===== config.mk =====
export PLATFORM = sky130hd
export DESIGN_NAME = pipeline_stall_controller
export DESIGN_NICKNAME = d
export VERILOG_FILES = /design/src/rtl/pipeline_stall_controller.sv
export SDC_FILE = /design/constraint.sdc
export NUM_CORES = 1
export LEC_CHECK = 0
export BUFFER_PORTS_ARGS = -buffer_cell sky130_fd_sc_hd__buf_4
export CAP_MARGIN = 20
export CORE_MARGIN = 8
export CORE_UTILIZATION = 49
export DETAILED_ROUTE_END_ITERATION = 8
export GPL_ROUTABILITY_DRIVEN = 0
export MAX_ROUTING_LAYER = met4
export PLACE_DENSITY = 0.85
export REMOVE_ABC_BUFFERS = 1
export SETUP_SLACK_MARGIN = 0.05
export SKIP_LAST_GASP = 1
export SYNTH_ARGS = -nofsm -noshare
export SYNTH_HDL_FRONTEND = slang
export SYNTH_SLANG_ARGS = --single-unit
export TNS_END_PERCENT = 10

===== constraint.sdc =====
create_clock -name clk -period 1.75 [get_ports clk]
set_input_delay 0.0875 -clock clk [delete_from_list [all_inputs] [get_ports clk]]
set_output_delay 0.0875 -clock clk [all_outputs]
set_load 0.01 [all_outputs]

===== src/rtl/pipeline_stall_controller.sv =====
// Central freeze/flush sequencer: merges hazard, branch and SRAM handshake into per-stage controls.
// Controls are Mealy (same cycle); SRAM waits tracked by a RUN/MEM_WAIT FSM with timeout; stats saturate.
module pipeline_stall_controller #(
  parameter int STAT_WIDTH  = 16,
  parameter int MEM_TIMEOUT = 64
) (
  input  logic                  clk,
  input  logic                  rst,
  input  logic                  hazard,
  input  logic                  branch_taken,
  input  logic                  mem_r_en,
  input  logic                  mem_w_en,
  input  logic                  sram_ready,
  input  logic                  stat_clr,
  output logic                  freeze_pc,
  output logic                  freeze_if_id,
  output logic                  bubble_id_exe,
  output logic                  flush_if_id,
  output logic                  flush_id_exe,
  output logic                  freeze_all,
  output logic                  mem_timeout,
  output logic [STAT_WIDTH-1:0] stall_cycles,
  output logic [STAT_WIDTH-1:0] mem_wait_cycles,
  output logic [STAT_WIDTH-1:0] flush_events
);

  typedef enum logic [0:0] {RUN = 1'b0, MEM_WAIT = 1'b1} state_t;

  localparam int WCW = (MEM_TIMEOUT > 2) ? $clog2(MEM_TIMEOUT) : 1;
  localparam logic [WCW-1:0]        WAIT_LAST = WCW'(MEM_TIMEOUT - 1);
  localparam logic [STAT_WIDTH-1:0] STAT_MAX  = {STAT_WIDTH{1'b1}};

  state_t                state_q, state_d;
  logic [WCW-1:0]        wait_cnt_q, wait_cnt_d;
  logic                  mem_timeout_q, mem_timeout_d;
  logic [STAT_WIDTH-1:0] stall_cycles_q, stall_cycles_d;
  logic [STAT_WIDTH-1:0] mem_wait_cycles_q, mem_wait_cycles_d;
  logic [STAT_WIDTH-1:0] flush_events_q, flush_events_d;

  logic mem_req;
  logic frz;
  logic flush;
  logic hz_stall;

  assign mem_req = mem_r_en | mem_w_en;

  always_comb begin
    state_d       = state_q;
    wait_cnt_d    = wait_cnt_q;
    mem_timeout_d = mem_timeout_q;
    frz           = 1'b0;
    case (state_q)
      RUN: begin
        if (mem_req && !sram_ready) begin
          frz        = 1'b1;
          wait_cnt_d = WCW'(1);
          state_d    = MEM_WAIT;
        end
      end
      MEM_WAIT: begin
        if (!mem_req || sram_ready) begin
          state_d    = RUN;
          wait_cnt_d = '0;
        end else if (wait_cnt_q == WAIT_LAST) begin
          // Forced release: let the pipeline move and flag the stuck access.
          mem_timeout_d = 1'b1;
          state_d       = RUN;
          wait_cnt_d    = '0;
        end else begin
          frz        = 1'b1;
          wait_cnt_d = wait_cnt_q + 1'b1;
        end
      end
      default: begin
        state_d    = RUN;
        wait_cnt_d = '0;
      end
    endcase
  end

  // Priority: memory freeze over branch flush over hazard bubble.
  assign flush    = !rst && !frz && branch_taken;
  assign hz_stall = !rst && !frz && !branch_taken && hazard;

  assign freeze_all    = !rst && frz;
  assign freeze_pc     = hz_stall;
  assign freeze_if_id  = hz_stall;
  assign bubble_id_exe = hz_stall;
  assign flush_if_id   = flush;
  assign flush_id_exe  = flush;

  always_comb begin
    stall_cycles_d    = stall_cycles_q;
    mem_wait_cycles_d = mem_wait_cycles_q;
    flush_events_d    = flush_events_q;
    if (stat_clr) begin
      stall_cycles_d    = '0;
      mem_wait_cycles_d = '0;
      flush_events_d    = '0;
    end else begin
      if (hz_stall && stall_cycles_q != STAT_MAX)      stall_cycles_d    = stall_cycles_q + 1'b1;
      if (freeze_all && mem_wait_cycles_q != STAT_MAX) mem_wait_cycles_d = mem_wait_cycles_q + 1'b1;
      if (flush && flush_events_q != STAT_MAX)         flush_events_d    = flush_events_q + 1'b1;
    end
  end

  always_ff @(posedge clk) begin
    if (rst) begin
      state_q           <= RUN;
      wait_cnt_q        <= '0;
      mem_timeout_q     <= 1'b0;
      stall_cycles_q    <= '0;
      mem_wait_cycles_q <= '0;
      flush_events_q    <= '0;
    end else begin
      state_q           <= state_d;
      wait_cnt_q        <= wait_cnt_d;
      mem_timeout_q     <= mem_timeout_d;
      stall_cycles_q    <= stall_cycles_d;
      mem_wait_cycles_q <= mem_wait_cycles_d;
      flush_events_q    <= flush_events_d;
    end
  end

  assign mem_timeout     = mem_timeout_q;
  assign stall_cycles    = stall_cycles_q;
  assign mem_wait_cycles = mem_wait_cycles_q;
  assign flush_events    = flush_events_q;

endmodule

**Yosys cells after proc, flatten, opt, wreduce, memory -nomap -nowiden**

Cells that the tools add are included.

- Mux-type cells: 8
- $lt $le $gt $ge: 0
- Shift-type cells: 0
- Equal/unequal tests: 5
- Bitwise logic cells: 3
- Add/subtract/negate cells: 4
- Div/mod/pow operators: 0
- Reductions and logical operators: 17
- $mul: 0

Operators by type and width:

| operator | number |
|---|---|
| $add A16 B1 Y16 const B | 3 |
| $ne A16 B16 Y1 const B | 3 |
| $mux W6 | 3 |
| $pmux W6 S2 | 1 |
| $logic_and A1 B1 Y1 | 9 |
| $add A6 B1 Y6 const B | 1 |
| $eq A6 B6 Y1 const B | 1 |
| $logic_not A1 Y1 | 5 |
| $mux W1 | 3 |
| $reduce_and A3 Y1 | 1 |
| $ne A2 B2 Y1 const B | 1 |
| $not A1 Y1 | 2 |
| $pmux W1 S2 | 1 |
| $reduce_or A2 Y1 | 1 |
| $logic_or A1 B1 Y1 | 1 |
| $or A1 B1 Y1 | 1 |

- ROM bits: 0
- Bits in registers: 56
- Word-level logic and storage cells: 43
- Latch bits: 0
- Input port bits: 8
- Output and inout bits: 55
- Memories: 0
- RAM bits: 0

**Depth between registers and ports, before layout**

Gate-level depths: netlist (run 1).

- Depth after elaboration: 10
- Depth in mapped cells: 7

**Least setup slack after synthesis (run 1)**

Ideal clock, no wire load.

- Kind: register to register
- From: reg stall_cycles_q[6], in the netlist stall_cycles[6]
- To: reg stall_cycles_q[8], in the netlist stall_cycles[8]
- Required time: 1.635 ns
- Arrival: 1.641 ns
- Cell stages (with the launch flop): 6
- Slack: -0.006 ns
- Library setup time: 0.115 ns
- Path buffers: 0
- Path through: dfxtp_1 nand4_1 or4_1 nand4_2 nor3_1 o21a_1

- Cells in the longest elaborated chain, start to end: 2

Ends and longest elaborated chain:

| element | RTL line | text |
|---|---|---|
| from (decl) | 36 | `logic [STAT_WIDTH-1:0] stall_cycles_q, stall_cycles_d;` |
| from (signal assigned) | 119 | `stall_cycles_q <= stall_cycles_d;` |
| parallel branches: the longest is 2 deep, another holds $add A16 B1 Y16 | n/a |  |

Parallel ways; which one is timed is not known.
A chain may end at the register's enable or synchronous reset.

**Final worst setup path (run 1)**

- From: reg wait_cnt_q[0]
- To: reg stall_cycles_q[10], in the netlist stall_cycles[10]

- Cells in the longest elaborated chain, start to end: 9

Ends and longest elaborated chain:

| element | RTL line | text |
|---|---|---|
| from (decl) | 34 | `logic [WCW-1:0] wait_cnt_q, wait_cnt_d;` |
| from (signal assigned) | 117 | `wait_cnt_q <= wait_cnt_d;` |
| $eq A6 B6 Y1 | 64 | `end else if (wait_cnt_q == WAIT_LAST) begin` |
| $mux W1 | 64 |  |
| $mux W1 | 61 | `if (!mem_req \|\| sram_ready) begin` |
| $pmux W1 S2 | 52 | `case (state_q)` |
| $logic_not A1 Y1 | 83 | `assign hz_stall = !rst && !frz && !branch_taken && hazard;` |
| $logic_and A1 B1 Y1 (3 in a row) | 83 |  |
| $logic_and A1 B1 Y1 | 101 | `if (hz_stall && stall_cycles_q != STAT_MAX) stall_cycles_d = stall_cycles_q + 1'b1;` |

No other way between the ends.

==> results.toml, run 1 <==
[status]
run_status = "complete, but fails checks"
failing_checks = "setup timing"

[clocking]
numCtsBuffers = 5
cts_max_path_buffers = 2
cts_tree = "built"
cts_root_buffer = "clkbuf_8"
clock_sink_count = 56
clk_pin_slew_ps = 110
clk-insertion-delay-late_ps = 320
ctsHtreeMaxLevel = 2

[setup_path]
setup.worst_path.end_class = "register"
critPathCapture = "stall_cycles[10]$_SDFFE_PP0P_"
regToRegSetupSlack_ps = -90
critPathMaxStageDelay_ps = 370
timing_worst_setup_path_type = "reg -> reg"
timing.critical_path.cells = "ha_4, and3_4, a22o_4, buf_6, nand4_4, buf_4, or3_1, a21oi_1"
worstSetupStartpoint = "wait_cnt_q[0]$_SDFFE_PP0P_"
cp_data_required_time_ps = 2000
start_kind = "register"
r2r_start = "wait_cnt_q[0]$_SDFFE_PP0P_"
max_fo_critical_path = 6
worstRegToRegCells = 8
critPathArrivalTime_ps = 2090
critical_path.slowest_cell = "dfxtp_2"
r2r-end = "stall_cycles[10]$_SDFFE_PP0P_"

[timing]
hold_fails_final_rpt = 0
rsz0062_at_grt = "true"
slew_viol_final = 0
final.period_utilization_pct = 105
max_clock_freq_mhz = 543
layout_setup_ws_ps = -92.9
period_needed_ps = 1840
slew-limit-headroom_pct = 69.3
worst_clock_skew_ps = 12.5
timing_worst_slew_pin_value_ps = 461
total_setup_violations_reported_at_the_end_of_the_flow = 13

[final_layout]
area_growth_pct = 44.6
design.final.nets = 494
n_antenna_cell = 0
fillCellCount = 401
layout.cells.non_filler = 558
final_core_utilization_pct = 72.3
drive_gt1_share_pct = 36.9

[logic_synthesis]
ys.warnings.count = 0
ys_types = 49
mappedNetlistArea_sq_mm = 0.00293
postSynthCellCount = 349
async_reset_ff_share_pct = 0
post_synth.cell_area_avg_sq_um = 8.38
synth_flop_cell = "dfxtp_1"
synth_seq_cells = 56
seq_area_frac_synth_pct = 38.3
synth_enable_flop_cells = 0

[drt]
drt_drc_violations_left = 0
dr.pass1.iters = 5
vias_per_cell = 6.20
num_vias = 3457
totalWireLength_mm = 9.97
number_of_drc_markers_in_iteration_0 = 289
drt.antenna.violating_nets = 0
post_drt_wl_per_cell_microns = 17.9

[global_routing]
use_met1_pct = 22.4
gr-max-usage-layer = "met2"
global_route.usage.met2_pct = 36.7
vias_in_the_first_global_route = 3154
globalRouteOverflowTotal = 0
grt_first_pass_wirelength_mm = 14.9
total_routing_usage_reported_by_global_routing_pct = 21.2
met3_use_gr_pct = 4.65
antenna_violations_before_repair = 0
grt_max_degree = 23

[placed_design]
portBuffers = 62
pre_cts_ws_ps = -74.5
placed_cells_incl_taps = 537
post-dp-hpwl_mm = 6.38

[worst_hold_path]
timing.hold.worst.class = "in -> reg"

[floorplanning]
die_h_microns = 93.3
io_pins = 63
die-width_microns = 93.3
fp.coreArea_sq_mm = 0.00585
floorplan.initialDensity_pct = 50.0
die_area_sq_mm = 0.00870
core.rowCount = 28

[power_and_ir_drop]
cellLeakagePower_nw = 1.72
irDropWorstVdd_v = 0.000483
power_density_mw_per_mm2 = 552

[run]
drv.max_cap_violation_count = 0
-- area by class of cell --
type / instances / area (sq um) / area share, %
flip-flops and latches: 56 / 1130 / 26.6
clock buffers: 6 / 72.6 / 1.72
well taps: 75 / 93.8 / 2.22
multi-input cells: 271 / 1800 / 42.6
inverters: 8 / 30.0 / 0.710
repair buffers: 140 / 1070 / 25.3
clock inverters: 2 / 35.0 / 0.828
-- registers in the layout, summed over array words and instances, names as in the netlist --
signal           cells
wait_cnt_q           6
mem_wait_cycles     16
state_q              1
mem_timeout          1
flush_events        16
stall_cycles        16
-- how the worst min path moves through the flow --
stage | startpoint | endpoint | slack (ps) | cells after the start
global placement | rst | wait_cnt_q[3]$_SDFFE_PP0P_ | 310 | 2
floorplan | rst | wait_cnt_q[1]$_SDFFE_PP0P_ | 160 | 1
detailed placement | rst | wait_cnt_q[3]$_SDFFE_PP0P_ | 310 | 2
global route | rst | mem_timeout$_SDFFE_PP0P_ | 80 | 3
CTS | rst | mem_timeout$_SDFFE_PP0P_ | 80 | 3
finish | rst | mem_timeout$_SDFFE_PP0P_ | 80 | 3
-- kinds of logic after synthesis --
| group | Yosys count | synth area share [%] |
|---|---|---|
| adder cells (fa/ha/maj) | 4 | 1.71 |
| XOR/XNOR | 27 | 8.08 |
| flip-flops | 56 | 38.3 |
| buffers and inverters | 22 | 3.46 |
| AO/OA/AOI/OAI | 56 | 12.8 |
| AND/OR/NAND/NOR | 184 | 35.6 |
-- worst max-delay path, delay by kind of cell (launching register included) --
family | cells | cell delay (ps)
and+or+nand+nor | 3 | 620
DFF | 1 | 370
AOI/OAI and AO/OA | 2 | 350
buffers and inverters | 2 | 300
adders and majority gates | 1 | 140
-- metal layers --
layer	wire length, microns	part of all wire (%)
met1	3780	38
met2	4980	50
met3	779	7.8
met4	423	4.2
met5	0	0
-- cell usage in the layout (no fill, tap or decap), types with 4 or more instances in the layout --
cell and instances:
nand4_1 21, xor2_1 9, or3_1 7, clkbuf_8 5, or4_1 5, and3_1 5, nor2_1 42, xnor2_1 18
inv_1 7, nor3_1 8, a21oi_1 17, buf_4 135, buf_6 4, nand3_1 20, nand2_1 24, o21ai_0 13
dfxtp_2 4, nor4_1 15, and4_1 9, dfxtp_1 52
-- what timing repair did --
action	CTS	global route
buffers inserted	6	6
gates resized for setup	12	17
hold endpoints to repair	3	0
hold buffers	1	0
pin swaps	4	11
setup endpoints to repair	30	50
-- stage by stage --
step | hold slack (ps) | setup TNS [ps] | area, sq um | total power, mW
finish | 83.4 | -509 | 4230 | 2.33
detailed placement | 308 | -164 | 3900 | 1.47
floorplan | 157 | -44.3 | 2850 | 1.38
global placement | 307 | -7.40 | 3900 | 1.46
global route | 81.5 | -2530 | 4230 | 2.40
CTS | 79.5 | -81.5 | 4110 | 2.32
-- power by group --
part | total, mW | internal, mW | switching (mW)
registers | 1.28 | 1.28 | 0.00499
clock network | 0.857 | 0.426 | 0.431
logic | 0.191 | 0.0863 | 0.105
-- cells in the mapped netlist, drive strengths merged (2+ instances only) --
| library cell | number | area share [%] |
|---|---|---|
| a21oi | 19 | 3.3 |
| a31o | 2 | 0.60 |
| a31oi | 3 | 0.64 |
| and2 | 4 | 0.86 |
| and3 | 6 | 1.3 |
| and4 | 9 | 2.7 |
| buf | 8 | 1.7 |
| clkbuf | 6 | 0.77 |
| dfxtp | 56 | 38 |
| ha | 4 | 1.7 |
| inv | 7 | 0.90 |
| nand2 | 26 | 3.3 |
| nand2b | 2 | 0.43 |
| nand3 | 21 | 3.6 |
| nand4 | 24 | 6.1 |
| nand4b | 2 | 0.60 |
| nor2 | 43 | 5.5 |
| nor3 | 9 | 1.5 |
| nor4 | 20 | 5.4 |
| o211a | 2 | 0.68 |
| o211ai | 2 | 0.68 |
| o21a | 3 | 0.77 |
| o21ai | 13 | 2.2 |
| o31ai | 2 | 0.51 |
| o41ai | 2 | 0.60 |
| or3 | 8 | 1.7 |
| or4 | 7 | 1.8 |
| xnor2 | 18 | 5.4 |
| xor2 | 9 | 2.7 |
(Power assumes the default switching activity.)
==> run 2: changes to the inputs <==
--- a/config.mk
+++ b/config.mk
@@ -7,12 +7,12 @@
 export LEC_CHECK = 0
 export BUFFER_PORTS_ARGS = -buffer_cell sky130_fd_sc_hd__buf_4
 export CAP_MARGIN = 20
-export CORE_MARGIN = 8
+export CORE_MARGIN = 4
 export CORE_UTILIZATION = 49
 export DETAILED_ROUTE_END_ITERATION = 8
 export GPL_ROUTABILITY_DRIVEN = 0
 export MAX_ROUTING_LAYER = met4
-export PLACE_DENSITY = 0.85
+export PLACE_DENSITY_LB_ADDON = 0.25
 export REMOVE_ABC_BUFFERS = 1
 export SETUP_SLACK_MARGIN = 0.05
 export SKIP_LAST_GASP = 1
==> run 2 against run 1 <==
Against the previous run:
- critical path depth down 2
- routed wire length down 10%
- sequential power about the same
- first-iteration DRC count down 39%
- cell area up 1.6%
- the run still ends with setup timing left
- final cell count down 0.72%
==> results.toml, run 2 (synthesized netlist as in run 1, its figures left out) <==
[drt]
drt.antenna.violating_nets = 0
num_vias = 3290
vias_per_cell = 5.94
dr.pass1.iters = 6
number_of_drc_markers_in_iteration_0 = 175
top_layer = "met4"
met2WireLength_mm = 4.43
totalWireLength_mm = 8.94
drt_drc_violations_left = 0
wl_met1_mm = 3.83
post_drt_wl_per_cell_microns = 16.1
routed-wl-met3_microns = 492

[clocking]
cts_tree = "built"
clk_pin_slew_ps = 100
numCtsBuffers = 5
ctsHtreeMaxLevel = 2
clk-insertion-delay-late_ps = 310
cts_root_buffer = "clkbuf_8"
clock_sink_count = 56
cts_max_path_buffers = 2

[floorplanning]
core.rowCount = 27
die-width_microns = 85.3
die_h_microns = 85.3
io_pins = 63
die_area_sq_mm = 0.00727
floorplan.initialDensity_pct = 51.9
fp.coreArea_sq_mm = 0.00564

[global_routing]
grt_max_degree = 25
vias_in_the_first_global_route = 3101
grt_first_pass_wirelength_mm = 14.0
total_routing_usage_reported_by_global_routing_pct = 23.9
antenna_violations_before_repair = 0
globalRouteOverflowTotal = 0

[setup_path]
timing_worst_setup_path_type = "reg -> out"
cp_data_required_time_ps = 1660
worst_path_dominant_cell_family = "flip-flops"
setup.worst_path.end_class = "output pin"
sum_of_buffers_and_inverters_on_the_critical_path = 2
regToRegSetupSlack_ps = -50
r2r_start = "wait_cnt_q[1]$_SDFFE_PP0P_"
critPathMaxStageDelay_ps = 350
start_kind = "register"
worstSetupStartpoint = "wait_cnt_q[1]$_SDFFE_PP0P_"
max_fo_critical_path = 5
critPathArrivalTime_ps = 1720
timing.critical_path.cells = "ha_4, and3_4, a22o_4, buf_6, and2_4, buf_4"
critical_path.slowest_cell = "dfxtp_2"

[run]
drv.max_cap_violation_count = 0

[timing]
max_clock_freq_mhz = 555
timing_worst_slew_pin_value_ps = 548
total_setup_violations_reported_at_the_end_of_the_flow = 5
rsz0062_at_grt = "true"
layout_setup_ws_ps = -52.5
whs_ps = 217
slew_viol_final = 0
final.period_utilization_pct = 103
hold_fails_final_rpt = 0
setup_tns_ps = -206
slew-limit-headroom_pct = 63.5
period_needed_ps = 1800
worst_clock_skew_ps = 6.86

[worst_hold_path]
timing.hold.worst.class = "in -> reg"
hp-start = "branch_taken"

[status]
failing_checks = "setup timing"
run_status = "complete, but fails checks"

[power_and_ir_drop]
sw_frac_of_total_pct = 23.1
switchingPower_uw = 551
power_density_mw_per_mm2 = 555
power.internal_mw = 1.83
seqPwrFrac_pct = 53.8
power.combinational.fraction_pct = 8.0
power.clock.fraction_pct = 38.1
irDropWorstVdd_v = 0.000453
cellLeakagePower_nw = 1.71

[final_layout]
n_antenna_cell = 0
most_common_cell_after_layout_fill_and_taps_aside = "buf_4"
layout_common_cells = "buf_4 (133), dfxtp_1 (48), nor2_1 (42)"
area_growth_pct = 46.9
drive_gt1_share_pct = 38.8
final_core_utilization_pct = 76.2
design.final.nets = 493

[placed_design]
portBuffers = 62
post-dp-hpwl_mm = 5.82
-- run 2: layout make-up --
| cell class | count | area [sq um] |
|---|---|---|
| tap | 72 | 90.1 |
| fill | 388 | 1350 |
| inverter | 8 | 30.0 |
| sequential | 56 | 1130 |
| clock inverter | 2 | 38.8 |
| timing repair buffer | 139 | 1060 |
| multi-input combinational | 271 | 1860 |
| clock buffer | 6 | 82.6 |
-- run 2: routing by layer --
layer  GRT usage, %  up-vias
li1               -     1561
met1           27.7     1580
met2           42.2      127
met3           4.47       22
met4           6.33        0
met5              -        -
-- run 2: final timing paths --
path                                                 endpoint  depth (start not counted)
worst min register to register       mem_timeout$_SDFFE_PP0P_                          2
worst max-delay path                             flush_id_exe                          6
worst min-delay path             flush_events[5]$_SDFFE_PP0P_                          4
worst max register to register  flush_events[13]$_SDFFE_PP0P_                          7
-- run 2: tightest hold or removal path: cells and delay by family --
kind	cells	cell delay, ps
and+or+nand+nor	2	180
buffers and inverters	1	160
xor gates and xnor gates	1	60
-- run 2: metrics by stage --
step	setup WS, ps	total power, mW	std cells	area [sq um]
after floorplan	-18.6	1.38	335	2850
after global placement	-31.2	1.46	533	3890
after detailed placement	-107	1.47	533	3890
after CTS	-14.0	2.39	551	4140
after global routing	-104	2.46	554	4300
final	-52.5	2.38	554	4300
-- run 2: power groups by stage --
stage / clock [mW] / combinational [mW] / sequential [mW]
3_3_place_gp: 0 / 0.154 / 1.31
5_1_grt: 0.966 / 0.206 / 1.28
3_5_place_dp: 0 / 0.157 / 1.31
4_1_cts: 0.924 / 0.181 / 1.28
6_report: 0.910 / 0.192 / 1.28
2_1_floorplan: 0 / 0.0663 / 1.32
-- run 2: repair_timing --
action,CTS,global route
hold buffers,4,0
endpoints found under the hold margin,1,0
gates resized for setup,11,32
pin swaps,4,11
setup endpoints to repair,35,48
setup buffers,6,3
